File: config.mk
export PLATFORM = sky130hd
export DESIGN_NAME = div_unit
export DESIGN_NICKNAME = d
export VERILOG_FILES = /design/src/rtl/div_unit.sv
export SDC_FILE = /design/constraint.sdc
export NUM_CORES = 1
export LEC_CHECK = 0
export ABC_CLOCK_PERIOD_IN_PS = 20700
export BUFFER_PORTS_ARGS = -buffer_cell sky130_fd_sc_hd__buf_2
export CORE_MARGIN = 2
export CORE_UTILIZATION = 50
export DETAILED_ROUTE_END_ITERATION = 7
export PLACE_DENSITY = 0.72
export SLEW_MARGIN = 20
export SYNTH_ARGS = -nofsm -noshare
export SYNTH_HDL_FRONTEND = slang
export SYNTH_SLANG_ARGS = --single-unit
File: constraint.sdc
create_clock -name clk -period 20.7 [get_ports clk]
set_clock_uncertainty 0.2 [all_clocks]
set_input_delay 6.21 -clock clk [delete_from_list [all_inputs] [get_ports clk]]
set_output_delay 6.21 -clock clk [all_outputs]
set_load 0.02 [all_outputs]
File: src/rtl/div_unit.sv
// div_unit: multi-cycle 32-bit restoring radix-2 divider for the E stage.
// Serves DIV/DIVU, produces {remainder, quotient} for the HI/LO write path and
// holds the pipeline through div_stallE while a division is in flight.
// Optional build macro: DIV_ZERO_FAST_EN - a zero divisor finishes in one cycle
// instead of running the full 32 iterations.
module div_unit (
    input  logic        clk,
    input  logic        resetn,
    input  logic [31:0] a_i,
    input  logic [31:0] b_i,
    input  logic        signed_i,
    input  logic        start_i,
    input  logic        annul_i,
    output logic [63:0] result_o,
    output logic        ready_o,
    output logic        stall_o
);

    typedef enum logic [1:0] {
        IDLE = 2'd0,
        BUSY = 2'd1,
        DONE = 2'd2
    } state_t;

    state_t      state;
    logic [4:0]  cnt;
    logic [31:0] a_lat;      // raw dividend, returned as HI on divide by zero
    logic [31:0] div_mag;    // divisor magnitude
    logic [31:0] rem;        // partial remainder
    logic [31:0] quo;        // dividend magnitude shifting out, quotient shifting in
    logic        sign_q;
    logic        sign_r;
    logic        div_zero;
    logic        ready_q;

    logic [31:0] a_mag;
    logic [31:0] b_mag;
    logic [32:0] rem_sh;
    logic        fits;
    logic [31:0] diff;
    logic [31:0] rem_nxt;
    logic [31:0] quo_nxt;
    logic [31:0] quo_fin;
    logic [31:0] rem_fin;

    // Two's complement negate when requested; used for magnitudes and sign fix-up.
    function automatic logic [31:0] cond_neg(input logic [31:0] v, input logic neg);
        logic signed [31:0] sv;
        sv = $signed(v);
        return neg ? $unsigned(-sv) : v;
    endfunction

    assign a_mag = cond_neg(a_i, signed_i & a_i[31]);
    assign b_mag = cond_neg(b_i, signed_i & b_i[31]);

    // One restoring step: shift, trial-subtract, keep the difference if it fits.
    always_comb begin
        rem_sh  = {rem, quo[31]};
        fits    = (rem_sh >= {1'b0, div_mag});
        // The true difference is below 2^32 whenever it is kept, so 32 bits suffice.
        diff    = rem_sh[31:0] - div_mag;
        rem_nxt = rem_sh[31:0];
        quo_nxt = {quo[30:0], 1'b0};
        if (fits) begin
            rem_nxt = diff;
            quo_nxt = {quo[30:0], 1'b1};
        end
        // A zero divisor returns the raw dividend and all-ones, with no sign fix-up.
        quo_fin = div_zero ? 32'hFFFF_FFFF : cond_neg(quo_nxt, sign_q);
        rem_fin = div_zero ? a_lat : cond_neg(rem_nxt, sign_r);
    end

    // FSM, iteration datapath and registered result/ready.
    always_ff @(posedge clk) begin
        if (!resetn) begin
            state    <= IDLE;
            cnt      <= 5'd0;
            result_o <= 64'd0;
            ready_q  <= 1'b0;
        end else begin
            ready_q <= 1'b0;
            if (annul_i) begin
                state <= IDLE;
            end else begin
                case (state)
                    IDLE: begin
                        if (start_i) begin
                            a_lat    <= a_i;
                            div_mag  <= b_mag;
                            rem      <= 32'd0;
                            quo      <= a_mag;
                            cnt      <= 5'd0;
                            sign_q   <= signed_i & (a_i[31] ^ b_i[31]);
                            sign_r   <= signed_i & a_i[31];
                            div_zero <= (b_i == 32'd0);
`ifdef DIV_ZERO_FAST_EN
                            if (b_i == 32'd0) begin
                                result_o <= {a_i, 32'hFFFF_FFFF};
                                ready_q  <= 1'b1;
                                state    <= DONE;
                            end else begin
                                state <= BUSY;
                            end
`else
                            state <= BUSY;
`endif
                        end
                    end
                    BUSY: begin
                        rem <= rem_nxt;
                        quo <= quo_nxt;
                        cnt <= cnt + 5'd1;
                        if (cnt == 5'd31) begin
                            result_o <= {rem_fin, quo_fin};
                            ready_q  <= 1'b1;
                            state    <= DONE;
                        end
                    end
                    DONE: begin
                        // start_i here is still the finishing instruction leaving E.
                        state <= IDLE;
                    end
                    default: begin
                        state <= IDLE;
                    end
                endcase
            end
        end
    end

    // A flush in the completion cycle kills the HI/LO write of that instruction.
    assign ready_o = ready_q & ~annul_i;

    // Hold F/D/E from the accepting cycle through the last iteration.
    assign stall_o = ((state == IDLE) & start_i & ~annul_i) |
                     ((state == BUSY) & ~annul_i);

endmodule

Word-level counts from Yosys, hierarchy flattened. Index checks and enable logic that the tools add are counted.

Output and inout bits: 66. RAM bits: 0. Bits in read-only memories: 0. Bits in latches: 0. Register bits after elaboration: 203. Input port bits: 69. Memories: 0.

Multiplexer cells: 18. Add/subtract/negate cells: 6. Div/mod/pow operators: 0. $lt $le $gt $ge: 1. Shift operators: 0. $mul: 0. Reductions and logical operators: 10. Bitwise operators: 12. Equality and inequality tests: 4.

Operators with widths (number): two-way mux 32 bit (9); negator 32 bit (4); case mux 32 bit (2 select lines) (2); >= comparator 33 x 32 -> 1 bit (1); logical NOT 32 bit (1); subtractor 32 bit (1); case mux 5 bit (2 select lines) (1); AND reduction 4 bit (2); bitwise AND 1 bit (7); AND reduction 3 bit (2); adder 5 x 1 -> 5 bit (second input constant) (1); == test 5 bit (second input constant) (1); two-way mux 5 bit (1); two-way mux 2 bit (2); inequality test 2 bit (second input constant) (2); case mux 2 bit (2 select lines) (1); inverter 1 bit (3); OR reduction 3 bit (1); == test 2 x 1 -> 1 bit (second input constant) (1); logical NOT 2 bit (1); two-way mux 1 bit (2); AND reduction 2 bit (1); nonzero test 2 bit (1); OR reduction 2 bit (1); other kinds (2) (2).

Depth between registers and ports, before layout. Gate-level depths: netlist of the first run.

Word-level depth: 5. Gate-level depth with buffers: 24. Gate-level depth less buffers: 19.

Least setup slack after synthesis of the first run. Ideal clock, no wire load.

Kind: input port to output port. From: in annul_i. To: out stall_o. Required time: 14.290 ns. Arrival time: 6.722 ns. Path slack: 7.568 ns. Path buffers: 1. Cell stages on the path: 3. Cells stage by stage: clkbuf_1 a21o_1 inv_1.

Longest elaborated chain between the ends: 3. Elaborated cells on any way between the ends: 4.

RTL lines: start: declaration (line 13) `input logic annul_i,`; inverter 1 bit (no line) *; bitwise AND 1 bit, on equally long branches (line 135, 136); OR 1 bit * (line 135) `assign stall_o = ((state == IDLE) & start_i & ~annul_i) |`; end: declaration (line 16) `output logic stall_o`.

Mark *: on every way between the ends. The rest lies on a longest branch, timed or not.

Worst setup path in the final report of the first run.
From: in start_i. To: out stall_o.

Longest elaborated chain between the ends: 3.

RTL lines: start: declaration (line 12) `input logic start_i,`; bitwise AND 1 bit (2 in a row) (line 135); OR 1 bit (line 135).

No other way between the ends.

==> results of run 1 <==
[power groups by stage]
stage	registers (uW)	clock network, uW	logic [uW]
floorplan	458	0	103
global placement	460	0	137
detailed placement	460	0	140
CTS	452	408	141
global route	452	423	158
finish	452	400	142
[layout make-up]
cell class                      count  area share
Antenna cell                        3   0.0005207
Timing Repair Buffer              146     0.05277
Tap cell                          330     0.02864
Multi-Input combinational cell   1088      0.4767
Clock buffer                       31     0.04478
Clock inverter                     11    0.006509
Sequential cell                   203      0.3729
Inverter                           66     0.01718
[state kept, by name, summed over array words and instances (netlist names), 2 cells and up]
name and cells:
result_o 64, quo 32, div_mag 32, a_lat 32, rem 32, state 2
cnt 5
[Yosys cell counts (all sizes together) (12+ instances only)]
cell type	n
xnor2	66
o41ai	12
o211ai	23
and2	18
nand3	17
a21oi	130
nand2	135
nor3	52
buf	23
edfxtp	131
a21o	13
dfxtp	72
nor2	131
ha	38
mux2i	21
o21ai	132
a31oi	17
clkbuf	57
o31ai	26
nand4	17
xor2	65
inv	65
nor4	20
[worst reg2reg max path: cells and delay by family (launching register included)]
family          cells  cell delay, ns
buf+inv             3            0.54
flops               1            0.51
simple gates        2            0.89
compound gates      9            2.67
mux                 3            0.73
fa+ha+maj           2            0.73
[metal layers]
metal	routed length, um	vias to the layer above	share of wire
met5	0	-	0
met4	996	0	0.029
met3	2006	66	0.059
met2	16200	342	0.47
met1	14900	5373	0.44
li1	-	5452	-
[metrics by stage]
step,hold slack (ns),power (uW)
after global routing,0.3008,1033
after detailed placement,0.2534,600.7
after global placement,0.2479,597.1
after CTS,0.2649,1001
final,0.2585,993.7
after floorplan,0.2661,560.7
[cell usage in the layout (no fill, tap or decap), drive strengths merged, types with 7 or more instances in the layout]
cell	count
buf	146
nand2	135
o21ai	132
edfxtp	131
nor2	131
a21oi	130
dfxtp	72
xnor2	66
inv	66
xor2	65
nor3	52
ha	38
clkbuf	31
o31ai	26
o211ai	23
mux2i	21
nor4	20
and2	18
nand3	17
a31oi	17
nand4	17
a21o	13
o41ai	12
or3	11
a211oi	10
nor2b	10
nand2b	9
clkinv	9
and3	8
nand3b	8
or4	8
o211a	7
[worst max path at each step]
| stage | endpoint | slack, ns | cells past startpoint |
|---|---|---|---|
| finish | stall_o | 7.33 | 5 |
| global route | stall_o | 7.28 | 5 |
| CTS | stall_o | 7.34 | 5 |
| detailed placement | stall_o | 7.34 | 5 |
| global placement | stall_o | 7.38 | 5 |
| floorplan | stall_o | 7.57 | 3 |
[logic make-up after synthesis]
family                     count (synthesis)
AOI/OAI and AO/OA                        431
xor gates and xnor gates                 131
adders and majority gates                 39
buffers and inverters                    146
DFF                                      203
muxes                                     26
and+or+nand+nor                          461
==> flow_results.xml, run 1 <==
<?xml version="1.0" encoding="UTF-8"?>
<metrics>
  <group name="timing">
    <metric name="timing.final.ws_setup" unit="ns">7.332</metric>
    <metric name="final_setup_violations" unit="">0</metric>
    <metric name="worst-slew-pin-transition" unit="ns">1.082</metric>
    <metric name="layout_worst_path_cycle_share" unit="">0.6458</metric>
    <metric name="setup-tns-final" unit="ns">0</metric>
    <metric name="maxSlewHeadroom" unit="">0.2723</metric>
    <metric name="final_max_slew_viol_count" unit="">0</metric>
    <metric name="finalWorstPathRequiredPeriod" unit="ns">13.37</metric>
    <metric name="rsz0062_at_grt" unit="">no</metric>
    <metric name="max_clock_freq" unit="MHz">74.80</metric>
    <metric name="final_hold_fails" unit="">0</metric>
  </group>
  <group name="cells_and_area">
    <metric name="final_cell_count_no_fill" unit="">1878</metric>
    <metric name="seqCellArea" unit="um2">5375</metric>
    <metric name="fin_area" unit="um2">14420</metric>
    <metric name="layout-drive-gt1-share" unit="">0.1372</metric>
    <metric name="fillerInstances" unit="">2318</metric>
    <metric name="final_util" unit="">0.5725</metric>
    <metric name="fin_nets" unit="">1636</metric>
    <metric name="area_overhead_vs_synth" unit="%">12.52</metric>
    <metric name="multiInputGateArea" unit="um2">6873</metric>
  </group>
  <group name="die">
    <metric name="floorplan.die_area" unit="um2">26920</metric>
    <metric name="initial_core_util" unit="">0.5088</metric>
    <metric name="floorplan.die.height" unit="um">164.1</metric>
    <metric name="placementRows" unit="">58</metric>
    <metric name="die_x" unit="um">164.1</metric>
    <metric name="core_region_area" unit="um2">25180</metric>
    <metric name="io_pins" unit="">135</metric>
  </group>
  <group name="global_routing">
    <metric name="grt_first_pass_wirelength" unit="mm">54.34</metric>
    <metric name="grt_use_met2" unit="">0.4209</metric>
    <metric name="grt-busiest-layer" unit="">met2</metric>
    <metric name="maximum_number_of_pins_on_one_net_before_global_route_repair" unit="">83</metric>
    <metric name="grt.overflow.total" unit="">0</metric>
    <metric name="first_global_vias" unit="">10700</metric>
    <metric name="global_route_met1_usage" unit="">0.3373</metric>
    <metric name="track_usage" unit="">0.2517</metric>
    <metric name="globalRouteMet3Util" unit="">0.03283</metric>
    <metric name="number_of_antenna_violations_at_the_first_check_in_global_routing" unit="">0</metric>
  </group>
  <group name="worst_setup_path">
    <metric name="critical-path-slowest-cell" unit="">a21o_1</metric>
    <metric name="reg2reg_setup_slack" unit="ns">14.32</metric>
    <metric name="worst_path_largest_cell_delay" unit="ns">0.29</metric>
    <metric name="worst_path_dominant_cell_family" unit="">buffers and inverters</metric>
    <metric name="worstPathMaxFanout" unit="">6</metric>
    <metric name="reg2reg_depth" unit="">19</metric>
    <metric name="worstReg2RegStart" unit="">rem[9]$_SDFFCE_PN0P_</metric>
    <metric name="critical_path.endpoint_type" unit="">output port</metric>
    <metric name="cp-startpoint" unit="">start_i</metric>
    <metric name="crit_arrival" unit="ns">6.96</metric>
    <metric name="cp-start-kind" unit="">input pin</metric>
    <metric name="cpMostUsedCell" unit="">buf_2</metric>
    <metric name="worst-endpoint-required" unit="ns">14.29</metric>
    <metric name="path_cells" unit="">buf_2, nand2_1, a21o_1, inv_1, buf_2</metric>
    <metric name="rr_endpoint" unit="">result_o[58]$_SDFFE_PN0P_</metric>
    <metric name="critPathBufInv" unit="">3</metric>
    <metric name="timing.setup.critical_path_class" unit="">input pin to output port</metric>
  </group>
  <group name="clock_tree">
    <metric name="cts_resized" unit="">0</metric>
    <metric name="clkSinkCount" unit="">203</metric>
    <metric name="tritoncts" unit="">yes</metric>
    <metric name="clock_path_buffers" unit="">3</metric>
    <metric name="worst_setup_hold_path_clk_slew" unit="ns">0.06</metric>
    <metric name="ctsRootBufferMaster" unit="">clkbuf_16</metric>
    <metric name="hold_buffers" unit="">0</metric>
    <metric name="cts_max_level" unit="">1</metric>
    <metric name="post_cts_buffers" unit="">0</metric>
    <metric name="cts_inserted_buffers" unit="">23</metric>
    <metric name="worst_skew_pair.late_latency" unit="ns">0.53</metric>
  </group>
  <group name="route">
    <metric name="drt_pass1_iterations" unit="">6</metric>
    <metric name="drt_iter0_markers" unit="">822</metric>
    <metric name="remaining_drc_errors" unit="">0</metric>
    <metric name="totalWireLength" unit="mm">34.10</metric>
    <metric name="wl_per_cell" unit="um">18.16</metric>
    <metric name="via_per_inst" unit="">5.981</metric>
    <metric name="number_of_vias_after_detailed_routing" unit="">11230</metric>
    <metric name="ant_nets" unit="">0</metric>
  </group>
  <group name="place">
    <metric name="instance_count_after_placement_with_tap_cells_included" unit="">1833</metric>
    <metric name="place.detailed.hpwl" unit="mm">24.85</metric>
    <metric name="port_buffers" unit="">134</metric>
    <metric name="placement.cell_area" unit="um2">13670</metric>
    <metric name="gpl.final_weighted_congestion" unit="">0.9354</metric>
    <metric name="dpl_worst_slack" unit="ns">7.338</metric>
  </group>
  <group name="synth">
    <metric name="synthXorXnorAreaFrac" unit="">0.08955</metric>
    <metric name="synthAdderAreaFrac" unit="">0.03867</metric>
    <metric name="netlist_instances" unit="">1437</metric>
    <metric name="fraction_of_synthesized_cell_area_taken_by_the_top_area_cell_type" unit="">0.3070</metric>
    <metric name="netlist-cell-type-count" unit="">82</metric>
    <metric name="postSynthRegisterBits" unit="">203</metric>
    <metric name="synth_largest_area_cell" unit="">edfxtp_1</metric>
    <metric name="synth_area" unit="um2">12810</metric>
    <metric name="synth_top_family_by_area" unit="">compound AO/OA/AOI/OAI gates</metric>
    <metric name="yosys_warnings" unit="">0</metric>
    <metric name="synth_edf_count" unit="">131</metric>
    <metric name="synth_top_cells_by_area" unit="">edfxtp_1 (31%), dfxtp_1 (11%), a21oi_1 (5.0%), o21ai_0 (4.9%), xnor2_1 (4.5%)</metric>
    <metric name="synth_top_flop_cell" unit="">edfxtp_1</metric>
    <metric name="postSynthNetCount" unit="">1545</metric>
    <metric name="synth_compound_gate_area_share" unit="">0.2108</metric>
    <metric name="post_synth_mux_area_share" unit="">0.02178</metric>
    <metric name="mean_instance_size_in_the_synthesized_netlist" unit="um2">8.916</metric>
    <metric name="synth_seq_area_share" unit="">0.4195</metric>
    <metric name="post_synth_and_or_nand_nor_area_fraction" unit="">0.1736</metric>
    <metric name="asyncSetResetFlopFracSynth" unit="">0</metric>
  </group>
  <group name="pwr">
    <metric name="switching_power_as_a_share_of_total_power" unit="">0.2668</metric>
    <metric name="pwr-share-clk" unit="">0.403</metric>
    <metric name="pwr-share-seq" unit="">0.454</metric>
    <metric name="share_comb_of_total_power" unit="">0.143</metric>
    <metric name="power_density" unit="nW/um2">68.93</metric>
    <metric name="total_switching_power" unit="uW">265.1</metric>
    <metric name="internal_power" unit="uW">728.6</metric>
    <metric name="power.static_leakage" unit="uW">0.005664</metric>
    <metric name="peakVddDrop" unit="uV">47.38</metric>
  </group>
  <group name="hold_path">
    <metric name="hold_path.class" unit="">flop to flop</metric>
    <metric name="min_from" unit="">result_o[32]$_SDFFE_PN0P_</metric>
    <metric name="instance_count_along_the_most_critical_hold_path" unit="">2</metric>
    <metric name="min_delay_worst_endpoint" unit="">result_o[32]$_SDFFE_PN0P_</metric>
  </group>
  <group name="outcome">
    <metric name="status" unit="">complete, no violations</metric>
  </group>
  <group name="flow_run">
    <metric name="max_cap_check_violation_count" unit="">0</metric>
  </group>
</metrics>
Power figures use the tool's default switching activity.
==> run 2, diff against run 1 <==
--- a/config.mk
+++ b/config.mk
@@ -5,7 +5,7 @@
 export SDC_FILE = /design/constraint.sdc
 export NUM_CORES = 1
 export LEC_CHECK = 0
-export ABC_CLOCK_PERIOD_IN_PS = 20700
+export ABC_CLOCK_PERIOD_IN_PS = 13000
 export BUFFER_PORTS_ARGS = -buffer_cell sky130_fd_sc_hd__buf_2
 export CORE_MARGIN = 2
 export CORE_UTILIZATION = 50
==> constraint.sdc (replaced) <==
create_clock -name clk -period 13 [get_ports clk]
set_clock_uncertainty 0.2 [all_clocks]
set_input_delay 3.9 -clock clk [delete_from_list [all_inputs] [get_ports clk]]
set_output_delay 3.9 -clock clk [all_outputs]
set_load 0.02 [all_outputs]
==> run 2 against run 1 <==
Effect of this change:
- clock power rose by 56%
- sequential power rose by 59%
- first-iteration DRC count fell by 0.85%
- sequential share of layout area rose by 0.078 points
- non-clock buffer count did not move
- flip-flop and latch count did not move
- critical path depth did not move
- worst hold slack improved by 0.0097 ns
- via count barely moved
- worst setup slack got worse by 3.1 ns
- register-to-register slack got worse by 7.7 ns
- routed wire length fell by 1.6%
==> flow_results.xml, run 2 (synthesis gave the netlist of run 1 again) <==
<?xml version="1.0" encoding="UTF-8"?>
<metrics>
  <group name="die">
    <metric name="floorplan.die.height" unit="um">164.1</metric>
    <metric name="placementRows" unit="">58</metric>
    <metric name="floorplan.die_area" unit="um2">26920</metric>
    <metric name="initial_core_util" unit="">0.5088</metric>
    <metric name="io_pins" unit="">135</metric>
    <metric name="core_region_area" unit="um2">25180</metric>
    <metric name="die_x" unit="um">164.1</metric>
  </group>
  <group name="clock_tree">
    <metric name="worst_skew_pair.late_latency" unit="ns">0.53</metric>
    <metric name="cts_resized" unit="">0</metric>
    <metric name="clkSinkCount" unit="">203</metric>
    <metric name="tritoncts" unit="">yes</metric>
    <metric name="cts_max_level" unit="">1</metric>
    <metric name="ctsRootBufferMaster" unit="">clkbuf_16</metric>
    <metric name="post_cts_buffers" unit="">0</metric>
    <metric name="clock_path_buffers" unit="">3</metric>
    <metric name="cts_inserted_buffers" unit="">23</metric>
    <metric name="hold_buffers" unit="">0</metric>
    <metric name="worst_setup_hold_path_clk_slew" unit="ns">0.06</metric>
  </group>
  <group name="pwr">
    <metric name="power_density" unit="nW/um2">108.9</metric>
    <metric name="power.static_leakage" unit="uW">0.005645</metric>
    <metric name="peakVddDrop" unit="uV">86.11</metric>
  </group>
  <group name="cells_and_area">
    <metric name="top_register" unit="">result_o</metric>
    <metric name="most-common-layout-cells" unit="">nand2_1 (135), buf_2 (134), edfxtp_1 (131)</metric>
    <metric name="final_util" unit="">0.5713</metric>
    <metric name="layout_commonest_cell" unit="">nand2_1</metric>
    <metric name="layout-drive-gt1-share" unit="">0.1347</metric>
    <metric name="fin_nets" unit="">1636</metric>
    <metric name="area_overhead_vs_synth" unit="%">12.29</metric>
    <metric name="largest_register_ffs" unit="">64</metric>
  </group>
  <group name="worst_setup_path">
    <metric name="worst_path_dominant_cell_family" unit="">buffers and inverters</metric>
    <metric name="worstReg2RegStart" unit="">rem[2]$_SDFFCE_PN0P_</metric>
    <metric name="cp-start-kind" unit="">input pin</metric>
    <metric name="crit_arrival" unit="ns">4.63</metric>
    <metric name="worstPathMaxFanout" unit="">6</metric>
    <metric name="critPathBufInv" unit="">3</metric>
    <metric name="critical-path-slowest-cell" unit="">a21o_1</metric>
    <metric name="path_cells" unit="">buf_2, nand2_1, a21o_1, inv_1, buf_2</metric>
    <metric name="timing.setup.critical_path_class" unit="">input pin to output port</metric>
    <metric name="cpMostUsedCell" unit="">buf_2</metric>
    <metric name="cp-startpoint" unit="">start_i</metric>
    <metric name="critical_path.endpoint_type" unit="">output port</metric>
    <metric name="worst-endpoint-required" unit="ns">8.90</metric>
    <metric name="worst_path_largest_cell_delay" unit="ns">0.28</metric>
  </group>
  <group name="route">
    <metric name="ant_nets" unit="">0</metric>
    <metric name="wl_per_cell" unit="um">17.89</metric>
    <metric name="totalWireLength" unit="mm">33.55</metric>
    <metric name="remaining_drc_errors" unit="">0</metric>
    <metric name="drt_iter0_markers" unit="">815</metric>
    <metric name="via_per_inst" unit="">5.987</metric>
    <metric name="number_of_vias_after_detailed_routing" unit="">11230</metric>
    <metric name="drt_pass1_iterations" unit="">5</metric>
  </group>
  <group name="timing">
    <metric name="setup-tns-final" unit="ns">0</metric>
    <metric name="layout_worst_path_cycle_share" unit="">0.6716</metric>
    <metric name="finalWorstPathRequiredPeriod" unit="ns">8.730</metric>
    <metric name="final_setup_violations" unit="">0</metric>
    <metric name="rsz0062_at_grt" unit="">no</metric>
    <metric name="worst_hold_check_slack" unit="ns">0.2681</metric>
    <metric name="final_max_slew_viol_count" unit="">0</metric>
    <metric name="final_hold_fails" unit="">0</metric>
    <metric name="worst-slew-pin-transition" unit="ns">1.031</metric>
    <metric name="max_clock_freq" unit="MHz">114.5</metric>
    <metric name="maxSlewHeadroom" unit="">0.3061</metric>
  </group>
  <group name="global_routing">
    <metric name="track_usage" unit="">0.2479</metric>
    <metric name="number_of_antenna_violations_at_the_first_check_in_global_routing" unit="">0</metric>
    <metric name="grt_first_pass_wirelength" unit="mm">53.70</metric>
    <metric name="grt.overflow.total" unit="">0</metric>
    <metric name="maximum_number_of_pins_on_one_net_before_global_route_repair" unit="">83</metric>
    <metric name="first_global_vias" unit="">10750</metric>
  </group>
  <group name="hold_path">
    <metric name="min_from" unit="">result_o[54]$_SDFFE_PN0P_</metric>
    <metric name="hold_path.class" unit="">flop to flop</metric>
  </group>
  <group name="outcome">
    <metric name="status" unit="">complete, no violations</metric>
  </group>
  <group name="place">
    <metric name="gpl.final_weighted_congestion" unit="">0.9428</metric>
    <metric name="place.detailed.hpwl" unit="mm">24.36</metric>
    <metric name="port_buffers" unit="">134</metric>
  </group>
  <group name="flow_run">
    <metric name="max_cap_check_violation_count" unit="">0</metric>
  </group>
</metrics>
-- run 2: changes by cell type in the layout (fill, tap and decap cells not counted), sizes merged --
cell	change
bufinv	-1
clkbuf	+4
clkinv	-4
diode	-2
-- run 2: cell type report --
class,instances,area [um2]
timing repair buffer,146,760.7
sequential,203,5375
clock inverter,6,43.79
tap,330,412.9
clock buffer,35,670.6
antenna,1,2.502
inverter,66,247.7
fill,2260,10800
multi-input combinational,1088,6873
-- run 2: worst paths after layout --
check / endpoint / slack (ns) / depth (start not counted)
max: stall_o / 4.27 / 5
min: result_o[54]$_SDFFE_PN0P_ / 0.27 / 2
max reg2reg: result_o[58]$_SDFFE_PN0P_ / 6.64 / 19
min reg2reg: result_o[54]$_SDFFE_PN0P_ / 0.27 / 2
-- run 2: metal layers --
layer	GRT usage	vias up	wire, um
met5	0	-	0
li1	-	5453	-
met1	0.3326	5368	14740
met4	0.08971	0	1043
met3	0.02955	71	1910
met2	0.4131	333	15850
-- run 2: worst register-to-register path, stage by stage (launching register included) --
cell and delay [ns]:
edfxtp_1 0.49, ha_1 0.45, o21ai_1 0.15, a21oi_2 0.30
o31ai_2 0.19, a2111oi_4 0.45, a211o_2 0.16, buf_4 0.47
inv_2 0.13, mux2i_1 0.29, ha_1 0.25, inv_1 0.06
or4b_2 0.70, nor3_1 0.20, mux2_2 0.25, o2111ai_1 0.19
a2111oi_0 0.77, a21oi_1 0.18, mux2i_1 0.16, a32o_1 0.20
-- run 2: power by group --
group	total [uW]	internal (uW)	switching (uW)
clock network	623	356	267
logic	224	83.2	141
registers	719	707	12.0
total	1570	1150	420
-- run 2: per-stage QoR --
step                      cells  cell area [um2]  power, uW  worst slack, ns
after global routing       1874            14380       1623            4.212
after global placement     1833            13670      949.9            4.298
after floorplan            1437            12810      892.7            3.440
after CTS                  1874            14380       1573            4.277
after detailed placement   1833            13670      954.9            4.278
final                      1875            14390       1567            4.270
